**config.mk**
```make
export PLATFORM = sky130hd
export DESIGN_NAME = acid_host
export DESIGN_NICKNAME = d
export VERILOG_FILES = /design/src/rtl/acid_host.sv
export SDC_FILE = /design/constraint.sdc
export NUM_CORES = 1
export LEC_CHECK = 0
export BUFFER_PORTS_ARGS = -buffer_cell sky130_fd_sc_hd__buf_2
export CAP_MARGIN = 5
export CORE_MARGIN = 5
export CORE_UTILIZATION = 45
export CTS_BUF_LIST = sky130_fd_sc_hd__clkbuf_4 sky130_fd_sc_hd__clkbuf_8
export CTS_CLUSTER_DIAMETER = 150
export DETAILED_ROUTE_END_ITERATION = 6
export PLACE_DENSITY_LB_ADDON = 0.3
export REMOVE_ABC_BUFFERS = 1
export SLEW_MARGIN = 25
export SYNTH_ARGS = -nofsm -noshare
export SYNTH_HDL_FRONTEND = slang
export SYNTH_SLANG_ARGS = --single-unit
```
**constraint.sdc**
```tcl
create_clock -name PinCLK -period 5.2 [get_ports PinCLK]
set_input_delay 0.78 -clock PinCLK [delete_from_list [all_inputs] [get_ports PinCLK]]
set_output_delay 0.78 -clock PinCLK [all_outputs]
set_load 0.02 [all_outputs]
```
**src/rtl/acid_host.sv**
```systemverilog
// -----------------------------------------------------------------------------
// acid_host : host end of the cartridge lockout link.
//
// Pulses the cartridge clear, then runs a session of STEPS checked clocks. Each
// RUN clock the cartridge response byte is compared against a bit-exact copy of
// the cartridge's 17-bit LFSR. When unlocking is enabled and the model state is
// matchable, the address driven to the cartridge is the unlock-match address.
//
// Optional feature macro: ACIDH_TRACE_EN (adds PinFSTEP/PinFSIN first-mismatch
// capture outputs).
//
// Ports:
//   PinCLK      in   system clock (state changes on posedge)
//   PinRESETn   in   async active-low reset
//   PinSTART    in   one-clock pulse starting a session (IDLE/DONE only)
//   PinUNLOCK   in   enable match-address injection
//   PinCHAL[8]  in   challenge byte driven when no match is injected
//   PinSIN[8]   in   cartridge response byte
//   PinA[8]     out  address byte to cartridge
//   PinOE       out  active-low cartridge select
//   PinCCLR     out  active-low cartridge clear
//   PinBUSY     out  high in CLEAR and RUN
//   PinDONE     out  session finished
//   PinPASS     out  every response of the session matched
//   PinHITS[8]  out  match-step count, saturating at 255
//   PinFSTEP[8] out  (trace) step index of first mismatch, FF if none
//   PinFSIN[8]  out  (trace) response byte seen at first mismatch
// -----------------------------------------------------------------------------
module acid_host #(
    parameter int STEPS      = 64,
    parameter int CLR_CYCLES = 2
) (
    input  logic       PinCLK,
    input  logic       PinRESETn,
    input  logic       PinSTART,
    input  logic       PinUNLOCK,
    input  logic [7:0] PinCHAL,
    input  logic [7:0] PinSIN,
    output logic [7:0] PinA,
    output logic       PinOE,
    output logic       PinCCLR,
    output logic       PinBUSY,
    output logic       PinDONE,
    output logic       PinPASS,
    output logic [7:0] PinHITS
`ifdef ACIDH_TRACE_EN
    ,
    output logic [7:0] PinFSTEP,
    output logic [7:0] PinFSIN
`endif
);

    localparam logic [1:0] S_IDLE  = 2'd0;
    localparam logic [1:0] S_CLEAR = 2'd1;
    localparam logic [1:0] S_RUN   = 2'd2;
    localparam logic [1:0] S_DONE  = 2'd3;

    localparam int        CW       = (CLR_CYCLES > 1) ? $clog2(CLR_CYCLES) : 1;
    localparam logic [CW-1:0] CLR_LAST  = CW'(CLR_CYCLES - 1);
    localparam logic [7:0]    STEP_LAST = 8'(STEPS - 1);

    // Compare value the cartridge matches against for address a.
    function automatic logic [16:0] cmp_f(input logic [7:0] a);
        cmp_f = 17'h13596
              ^ ({17{a[0]}} & 17'h0000C) ^ ({17{a[1]}} & 17'h06000)
              ^ ({17{a[2]}} & 17'h000C0) ^ ({17{a[3]}} & 17'h00030)
              ^ ({17{a[4]}} & 17'h18000) ^ ({17{a[5]}} & 17'h00003)
              ^ ({17{a[6]}} & 17'h00600) ^ ({17{a[7]}} & 17'h01800);
    endfunction

    // State perturbation applied on a match.
    function automatic logic [16:0] x_f(input logic [7:0] a);
        x_f = 17'h0C820
            ^ ({17{a[0]}} & 17'h00004) ^ ({17{a[1]}} & 17'h06000)
            ^ ({17{a[2]}} & 17'h00080) ^ ({17{a[3]}} & 17'h00020)
            ^ ({17{a[4]}} & 17'h08000) ^ ({17{a[7]}} & 17'h00800);
    endfunction

    // Only states whose bit pairs all differ can be hit by some address.
    function automatic logic matchable_f(input logic [16:0] s);
        matchable_f = (s[0]  ^ s[1])  & (s[2]  ^ s[3])  & (s[4]  ^ s[5])
                    & (s[6]  ^ s[7])  & (s[9]  ^ s[10]) & (s[11] ^ s[12])
                    & (s[13] ^ s[14]) & (s[15] ^ s[16]);
    endfunction

    // Address {A7..A0} that makes cmp_f equal the state for a matchable s.
    function automatic logic [7:0] drive_f(input logic [16:0] n, input logic unl,
                                           input logic [7:0] chal);
        if (unl && matchable_f(n))
            drive_f = {n[11], n[9], n[0], n[15], ~n[4], n[6], ~n[13], ~n[2]};
        else
            drive_f = chal;
    endfunction

    logic [1:0]    state_q, state_d;
    logic [16:0]   model_q, model_d;
    logic [7:0]    a_q, a_d;
    logic          oe_q, oe_d, cclr_q, cclr_d, busy_q, busy_d;
    logic          done_q, done_d, pass_q, pass_d;
    logic [7:0]    hits_q, hits_d, step_q, step_d;
    logic [CW-1:0] clr_q, clr_d;

    logic          match, mism, sess_start;
    logic [16:0]   t, e;

    always_comb begin
        match = !oe_q && ((model_q | 17'h00100) == cmp_f(a_q));
        t     = match ? (model_q ^ x_f(a_q)) : model_q;
        e     = {t[0] ^ t[9] ^ t[12] ^ t[16], t[16:1]};
        mism  = (PinSIN != e[7:0]);
        sess_start = ((state_q == S_IDLE) || (state_q == S_DONE)) && PinSTART;
    end

    always_comb begin
        state_d = state_q;
        model_d = model_q;
        a_d     = a_q;
        oe_d    = oe_q;
        cclr_d  = cclr_q;
        busy_d  = busy_q;
        done_d  = done_q;
        pass_d  = pass_q;
        hits_d  = hits_q;
        step_d  = step_q;
        clr_d   = clr_q;
        case (state_q)
            S_IDLE, S_DONE: begin
                if (PinSTART) begin
                    state_d = S_CLEAR;
                    cclr_d  = 1'b0;
                    model_d = 17'h1FFFF;
                    pass_d  = 1'b1;
                    done_d  = 1'b0;
                    hits_d  = 8'h00;
                    busy_d  = 1'b1;
                    step_d  = 8'h00;
                    clr_d   = '0;
                end
            end
            S_CLEAR: begin
                if (clr_q == CLR_LAST) begin
                    cclr_d  = 1'b1;
                    a_d     = drive_f(model_q, PinUNLOCK, PinCHAL);
                    oe_d    = 1'b0;
                    state_d = S_RUN;
                end else begin
                    clr_d = clr_q + 1'b1;
                end
            end
            default: begin // S_RUN
                if (mism) pass_d = 1'b0;
                model_d = e;
                if (match && hits_q != 8'hFF) hits_d = hits_q + 8'd1;
                step_d = step_q + 8'd1;
                if (step_q == STEP_LAST) begin
                    a_d     = 8'h00;
                    oe_d    = 1'b1;
                    busy_d  = 1'b0;
                    done_d  = 1'b1;
                    state_d = S_DONE;
                end else begin
                    a_d  = drive_f(e, PinUNLOCK, PinCHAL);
                    oe_d = 1'b0;
                end
            end
        endcase
    end

    always_ff @(posedge PinCLK or negedge PinRESETn) begin
        if (!PinRESETn) begin
            state_q <= S_IDLE;
            model_q <= 17'h1FFFF;
            a_q     <= 8'h00;
            oe_q    <= 1'b1;
            cclr_q  <= 1'b1;
            busy_q  <= 1'b0;
            done_q  <= 1'b0;
            pass_q  <= 1'b0;
            hits_q  <= 8'h00;
            step_q  <= 8'h00;
            clr_q   <= '0;
        end else begin
            state_q <= state_d;
            model_q <= model_d;
            a_q     <= a_d;
            oe_q    <= oe_d;
            cclr_q  <= cclr_d;
            busy_q  <= busy_d;
            done_q  <= done_d;
            pass_q  <= pass_d;
            hits_q  <= hits_d;
            step_q  <= step_d;
            clr_q   <= clr_d;
        end
    end

    assign PinA    = a_q;
    assign PinOE   = oe_q;
    assign PinCCLR = cclr_q;
    assign PinBUSY = busy_q;
    assign PinDONE = done_q;
    assign PinPASS = pass_q;
    assign PinHITS = hits_q;

`ifdef ACIDH_TRACE_EN
    logic [7:0] fstep_q, fsin_q;

    // pass_q still high means no mismatch yet this session: capture once.
    always_ff @(posedge PinCLK or negedge PinRESETn) begin
        if (!PinRESETn) begin
            fstep_q <= 8'hFF;
            fsin_q  <= 8'h00;
        end else if (sess_start) begin
            fstep_q <= 8'hFF;
            fsin_q  <= 8'h00;
        end else if (state_q == S_RUN && mism && pass_q) begin
            fstep_q <= step_q;
            fsin_q  <= PinSIN;
        end
    end

    assign PinFSTEP = fstep_q;
    assign PinFSIN  = fsin_q;
`endif

endmodule

```
# Word-level counts from Yosys, hierarchy flattened
# Cells that the tools add are included.
[word_totals]
regBits = 49
out_inout_bits = 21
word_cells = 128
[classes]
n_addsub = 3
eq_ne = 8
n_mux = 31
bitwise = 55
reduce_logical = 20
[ops]
columns = ["cell", "n"]
rows = [
  ["8-bit 2-to-1 mux", 6],
  ["8-bit case mux with 2 select lines", 3],
  ["17-bit 2-to-1 mux", 2],
  ["17-bit case mux with 2 select lines", 1],
  ["1-bit bitwise XOR", 19],
  ["17-bit == test", 1],
  ["17-bit by 11-bit bitwise XOR with 17-bit output", 1],
  ["17-bit by 13-bit bitwise XOR with 17-bit output", 1],
  ["17-bit by 15-bit bitwise XOR with 17-bit output", 1],
  ["17-bit by 16-bit bitwise XOR with 17-bit output", 1],
  ["17-bit bitwise XOR", 1],
  ["17-bit by 2-bit bitwise XOR with 17-bit output", 1],
  ["17-bit by 6-bit bitwise XOR with 17-bit output", 1],
  ["17-bit by 8-bit bitwise XOR with 17-bit output", 1],
  ["8-bit by 1-bit adder with 8-bit output (second input constant)", 2],
  ["16-bit by 12-bit bitwise XOR with 16-bit output", 1],
  ["16-bit by 15-bit bitwise XOR with 16-bit output", 1],
  ["16-bit bitwise XOR", 1],
  ["16-bit by 6-bit bitwise XOR with 16-bit output", 1],
  ["16-bit by 8-bit bitwise XOR with 16-bit output", 1],
  ["3-bit AND reduction", 5],
  ["1-bit bitwise AND", 14],
  ["1-bit case mux with 2 select lines", 6],
  ["1-bit 2-to-1 mux", 9],
  ["18 further kinds", 36],
]

# Logic depth before layout (Yosys ltp)
[depth]
word_depth = 23
depth_mapped = 9
ltp_nobuf = 7

# Worst setup path after synthesis
# Ideal clock, no wire load.
[synth_path]
kind = "reg-to-reg"
startpoint = "register a_q[6], in the netlist PinA[6]"
endpoint = "register hits_q[4], in the netlist PinHITS[4]"
setup_time_ns = 0.126
arrival_time_ns = 2.563
t_required_ns = 5.074
setup_slack_ns = 2.511
path_stages_with_launch = 7
cell_sequence = "dfrtp_1 -> mux2_2 -> or4_4 -> or4_4 -> buf_6 -> o311a_1 -> a221o_1"
[synth_between]
elab_chain_cells = 7
[synth_rtl]
columns = ["element", "line", "source"]
rows = [
  ["start: declaration", "97", "logic [7:0] a_q, a_d;"],
  ["start signal: assignment", "173", "a_q <= 8'h00;"],
  ["start signal: assignment", "185", "a_q <= a_d;"],
  ["17-bit by 11-bit bitwise XOR with 17-bit output", "68", "^ ({17{a[6]}} & 17'h00600) ^ ({17{a[7]}} & 17'h01800);"],
  ["17-bit by 13-bit bitwise XOR with 17-bit output", "68", ""],
  ["17-bit == test", "107", "match = !oe_q && ((model_q | 17'h00100) == cmp_f(a_q));"],
  ["1-bit logical AND", "107", ""],
  ["1-bit logical AND", "153", "if (match && hits_q != 8'hFF) hits_d = hits_q + 8'd1;"],
  ["2-bit nonzero test (no line)", "--", ""],
  ["3-bit AND reduction (no line)", "--", ""],
  ["end signal: assignment", "191", "hits_q <= hits_d;"],
  ["end: declaration", "100", "logic [7:0] hits_q, hits_d, step_q, step_d;"],
]
# No other way between the ends.
# A chain may end at the register's enable or synchronous reset.

# Final worst setup path
[layout_path]
startpoint = "register model_q[0]"
endpoint = "register a_q[4], in the netlist PinA[4]"
[layout_between]
elab_chain_cells = 15
word_cells_on_any_way = 37
classes_between = "1 x eq/ne; 6 x mux; 27 x bitwise; 3 x reduce/logical"
[layout_rtl]
columns = ["element", "line", "source"]
rows = [
  ["start: declaration", "96", "logic [16:0] model_q, model_d;"],
  ["start signal: assignment", "184", "model_q <= model_d;"],
  ["17-bit == test", "107", ""],
  ["1-bit logical AND", "107", ""],
  ["17-bit 2-to-1 mux", "108", "t = match ? (model_q ^ x_f(a_q)) : model_q;"],
  ["1-bit bitwise XOR", "81", "matchable_f = (s[0] ^ s[1]) & (s[2] ^ s[3]) & (s[4] ^ s[5])"],
  ["1-bit bitwise AND (2 in series)", "81", ""],
  ["1-bit bitwise AND (3 in series)", "82", "& (s[6] ^ s[7]) & (s[9] ^ s[10]) & (s[11] ^ s[12])"],
  ["1-bit bitwise AND (2 in series)", "83", "& (s[13] ^ s[14]) & (s[15] ^ s[16]);"],
  ["1-bit logical AND", "89", "if (unl && matchable_f(n))"],
  ["8-bit 2-to-1 mux", "89", ""],
  ["8-bit 2-to-1 mux", "155", "if (step_q == STEP_LAST) begin"],
  ["8-bit case mux with 2 select lines *", "126", "case (state_q)"],
]
# Mark *: on every way between the ends. The rest lies on a longest branch, timed or not. The select of a mux whose other input is x is not followed.

==> results_dict.tcl <==
set metrics [dict create \
    ys_seq_area_share_pct 40.25 \
    period_needed_ns 2.831 \
    hold_buffers 0 \
    finalSetupTns_ns 0 \
    crit_family "simple AND/OR/NAND/NOR gates" \
    numCtsBuffers 5 \
    track_usage_pct 20.42 \
    overflow 0 \
    drive_above_1_share_pct 23.10 \
    timing.final.ws_setup_ns 2.369 \
    fin_total_pwr_mw 1.835 \
    worstSetupEndpointType "flip-flop" \
    ant_nets 0 \
    dp_hpwl_mm 5.804 \
    synth_seq_cells 49 \
    hold_violations 0 \
    coreArea_sq_um 6756 \
    final.period_utilization_pct 54.45 \
    synth_edf_count 0 \
    yosysUniqueCellTypes 55 \
    async_reset_ff_share_pct 100.0 \
    clk_pin_slew_ns 0.10 \
    start_util_pct 45.96 \
    cts_sinks 49 \
    final_area_sq_um 3401 \
    antennaDiodeCount 0 \
    cts_resized 0 \
    dp_slack_ns 2.291 \
    synth_top_flop_cell "dfrtp_1" \
    power.density_nw_per_um2 539.6 \
    worst_path_max_delay_cell "nor3_1" \
    report.final.slew_viol_count 0 \
    yosys_warnings 0 \
    worst_slew_pin_slew_ns 1.086 \
    path_buf_inv 0 \
    viasPerCell 6.411 \
    synth.avg_cell_area_sq_um 9.270 \
    antenna_found_initial 0 \
    syn_area_sq_um 3105 \
    ir_drop_mv 0.2888 \
    syn2layout_area_growth_pct 9.508 \
    slowest_delay_ns 0.85 \
    post-place-cells 427 \
    path_cells "xnor3_1, or2_2, nor3_1, nand4_1, nand3_1" \
    dpl_cell_area_sq_um 3294 \
    crit_type "flip-flop to flip-flop" \
    insertion_delay_ns 0.31 \
    netlist_instances 335 \
    h-tree-depth 2 \
    final_common_cell "buf_2" \
    first_iter_violations 211 \
    p_leak_nw 1.380 \
    gp_congestion 0.9229 \
    wl_mm 8.525 \
    first_global_vias 2627 \
    fin_cells 435 \
    arrival_ns 3.08 \
    wire_per_inst_microns 19.60 \
    vias 2789 \
    drt_first_pass_iters 5 \
    mostFrequentLayoutCells "buf_2, dfrtp_1, nor2_1" \
    grt_max_degree 50 \
    cts_tree "built" \
    dieArea_sq_um 8662 \
    grt_pass1_wl_mm 13.98 \
    rows 30 \
    worstSetupStartpointType "flip-flop" \
    maxCapViolations 0 \
    fp.dieH_microns 93.07 \
    drc 0 \
    worstPathRequired_ns 5.45 \
    final_net_count 378 \
    clockBufferDepth 2 \
    setup_viol 0 \
    ios 41 \
    timing.fmax_ghz 0.3532 \
    status "completed" \
    cts-root-buf "clkbuf_8" \
    slew_headroom_pct 27.05 \
    postCtsSetupBuffers 0 \
    fp.dieW_microns 93.07 \
    hold_class "flip-flop to flip-flop" \
    io_buffer_count 40 \
    cp_max_fo 7 \
    rsz0062_at_grt "no" \
    clock_skew_ns 0.009092 \
]
## cells in the mapped netlist (2+ instances only)
master,number,share of area (%)
dfrtp_1,30,24
nor3_1,8,1.3
ha_1,4,1.6
and2_1,3,0.60
nand3_1,16,2.6
o22a_1,16,4.5
dfstp_2,19,16
nor2_1,23,2.8
nand2b_1,2,0.40
inv_1,4,0.48
xor2_1,22,6.2
o311ai_0,8,2.3
clkbuf_1,26,3.1
nor4_1,10,2.0
or4_4,2,0.73
nand2_1,21,2.5
o21ai_0,11,1.8
a221oi_1,7,2.0
or2_2,6,1.2
and3_1,9,1.8
or3_1,4,0.81
a32o_1,2,0.64
o22ai_1,3,0.60
or4_1,2,0.48
buf_6,3,1.1
a2bb2oi_1,2,0.56
o211ai_1,3,0.73
mux2i_1,6,1.9
and3b_1,3,0.85
nor3b_1,3,0.73
nor2b_1,3,0.60
nand4_1,17,3.4
a21oi_1,9,1.5
xnor2_1,2,0.56
a22oi_1,2,0.48
nand4b_1,4,1.1
mux2_2,2,0.73
## power breakdown
| group | internal (mW) | leakage, nW | switching, mW |
|---|---|---|---|
| combinational | 0.340 | 0.756 | 0.577 |
| clock | 0.0980 | 0.0423 | 0.142 |
| sequential | 0.517 | 0.583 | 0.162 |
| total | 0.955 | 1.38 | 0.880 |
## metrics by stage
stage | util, % | hold WS [ns]
finish | 50.33 | 0.5103
global route | 50.33 | 0.5218
CTS | 50.17 | 0.5108
detailed placement | 48.76 | 0.4967
global placement | 48.76 | 0.4945
floorplan | - | 0.4844
## worst reg2reg max path: cells and delay by family, from the launching register on
kind	cells	cell delay [ns]
AND/OR/NAND/NOR	4	1.66
flip-flops	1	0.59
XOR/XNOR	1	0.51
## state kept, by name, summed over array words and instances (netlist names), 2 cells and up
name / flops
PinA: 8
state_q: 2
step_q: 8
PinHITS: 8
model_q: 17
## area by class of cell
class                   instances  area (sq um)
clock inverters                 3         26.28
well taps                      80         100.1
fillers                       660          3356
multi-input cells             250          1714
repair buffers                 43         222.7
clock buffers                   5         68.82
flip-flops and latches         49          1250
inverters                       5         18.77
## final timing paths
path / startpoint / end / slack, ns / cells after the start
worst max-delay path: model_q[0] / PinA[4] / 2.37 / 5
min in group asynchronous: PinRESETn / PinA[5] / 0.56 / 2
worst max register to register: model_q[0] / PinA[4] / 2.37 / 5
max in group asynchronous: PinRESETn / PinPASS / 4.21 / 2
worst min register to register: PinOE / PinOE / 0.51 / 2
worst min-delay path: PinOE / PinOE / 0.51 / 2
## metal layers
| metal | up-vias | global-route usage, % | share of wire (%) | routed length (microns) |
|---|---|---|---|---|
| li1 | 1303 | - | - | - |
| met1 | 1364 | 28.11 | 46 | 3893 |
| met2 | 101 | 33.05 | 47 | 3974 |
| met3 | 21 | 3.218 | 5.5 | 469 |
| met4 | 0 | 6.227 | 2.2 | 187 |
| met5 | - | 0 | 0 | 0 |
## kinds of logic (layout without fill, tap and decap cells)
kind of cell | count (synthesis) | in the layout | share of synthesized area [%]
adders and majority gates | 4 | 4 | 1.612
buffers and inverters | 36 | 56 | 5.116
DFF | 49 | 49 | 40.25
AOI/OAI and AO/OA | 73 | 73 | 17.89
and+or+nand+nor | 140 | 140 | 24.98
muxes | 8 | 8 | 2.659
xor gates and xnor gates | 25 | 25 | 7.494
(Power assumes the default switching activity.)
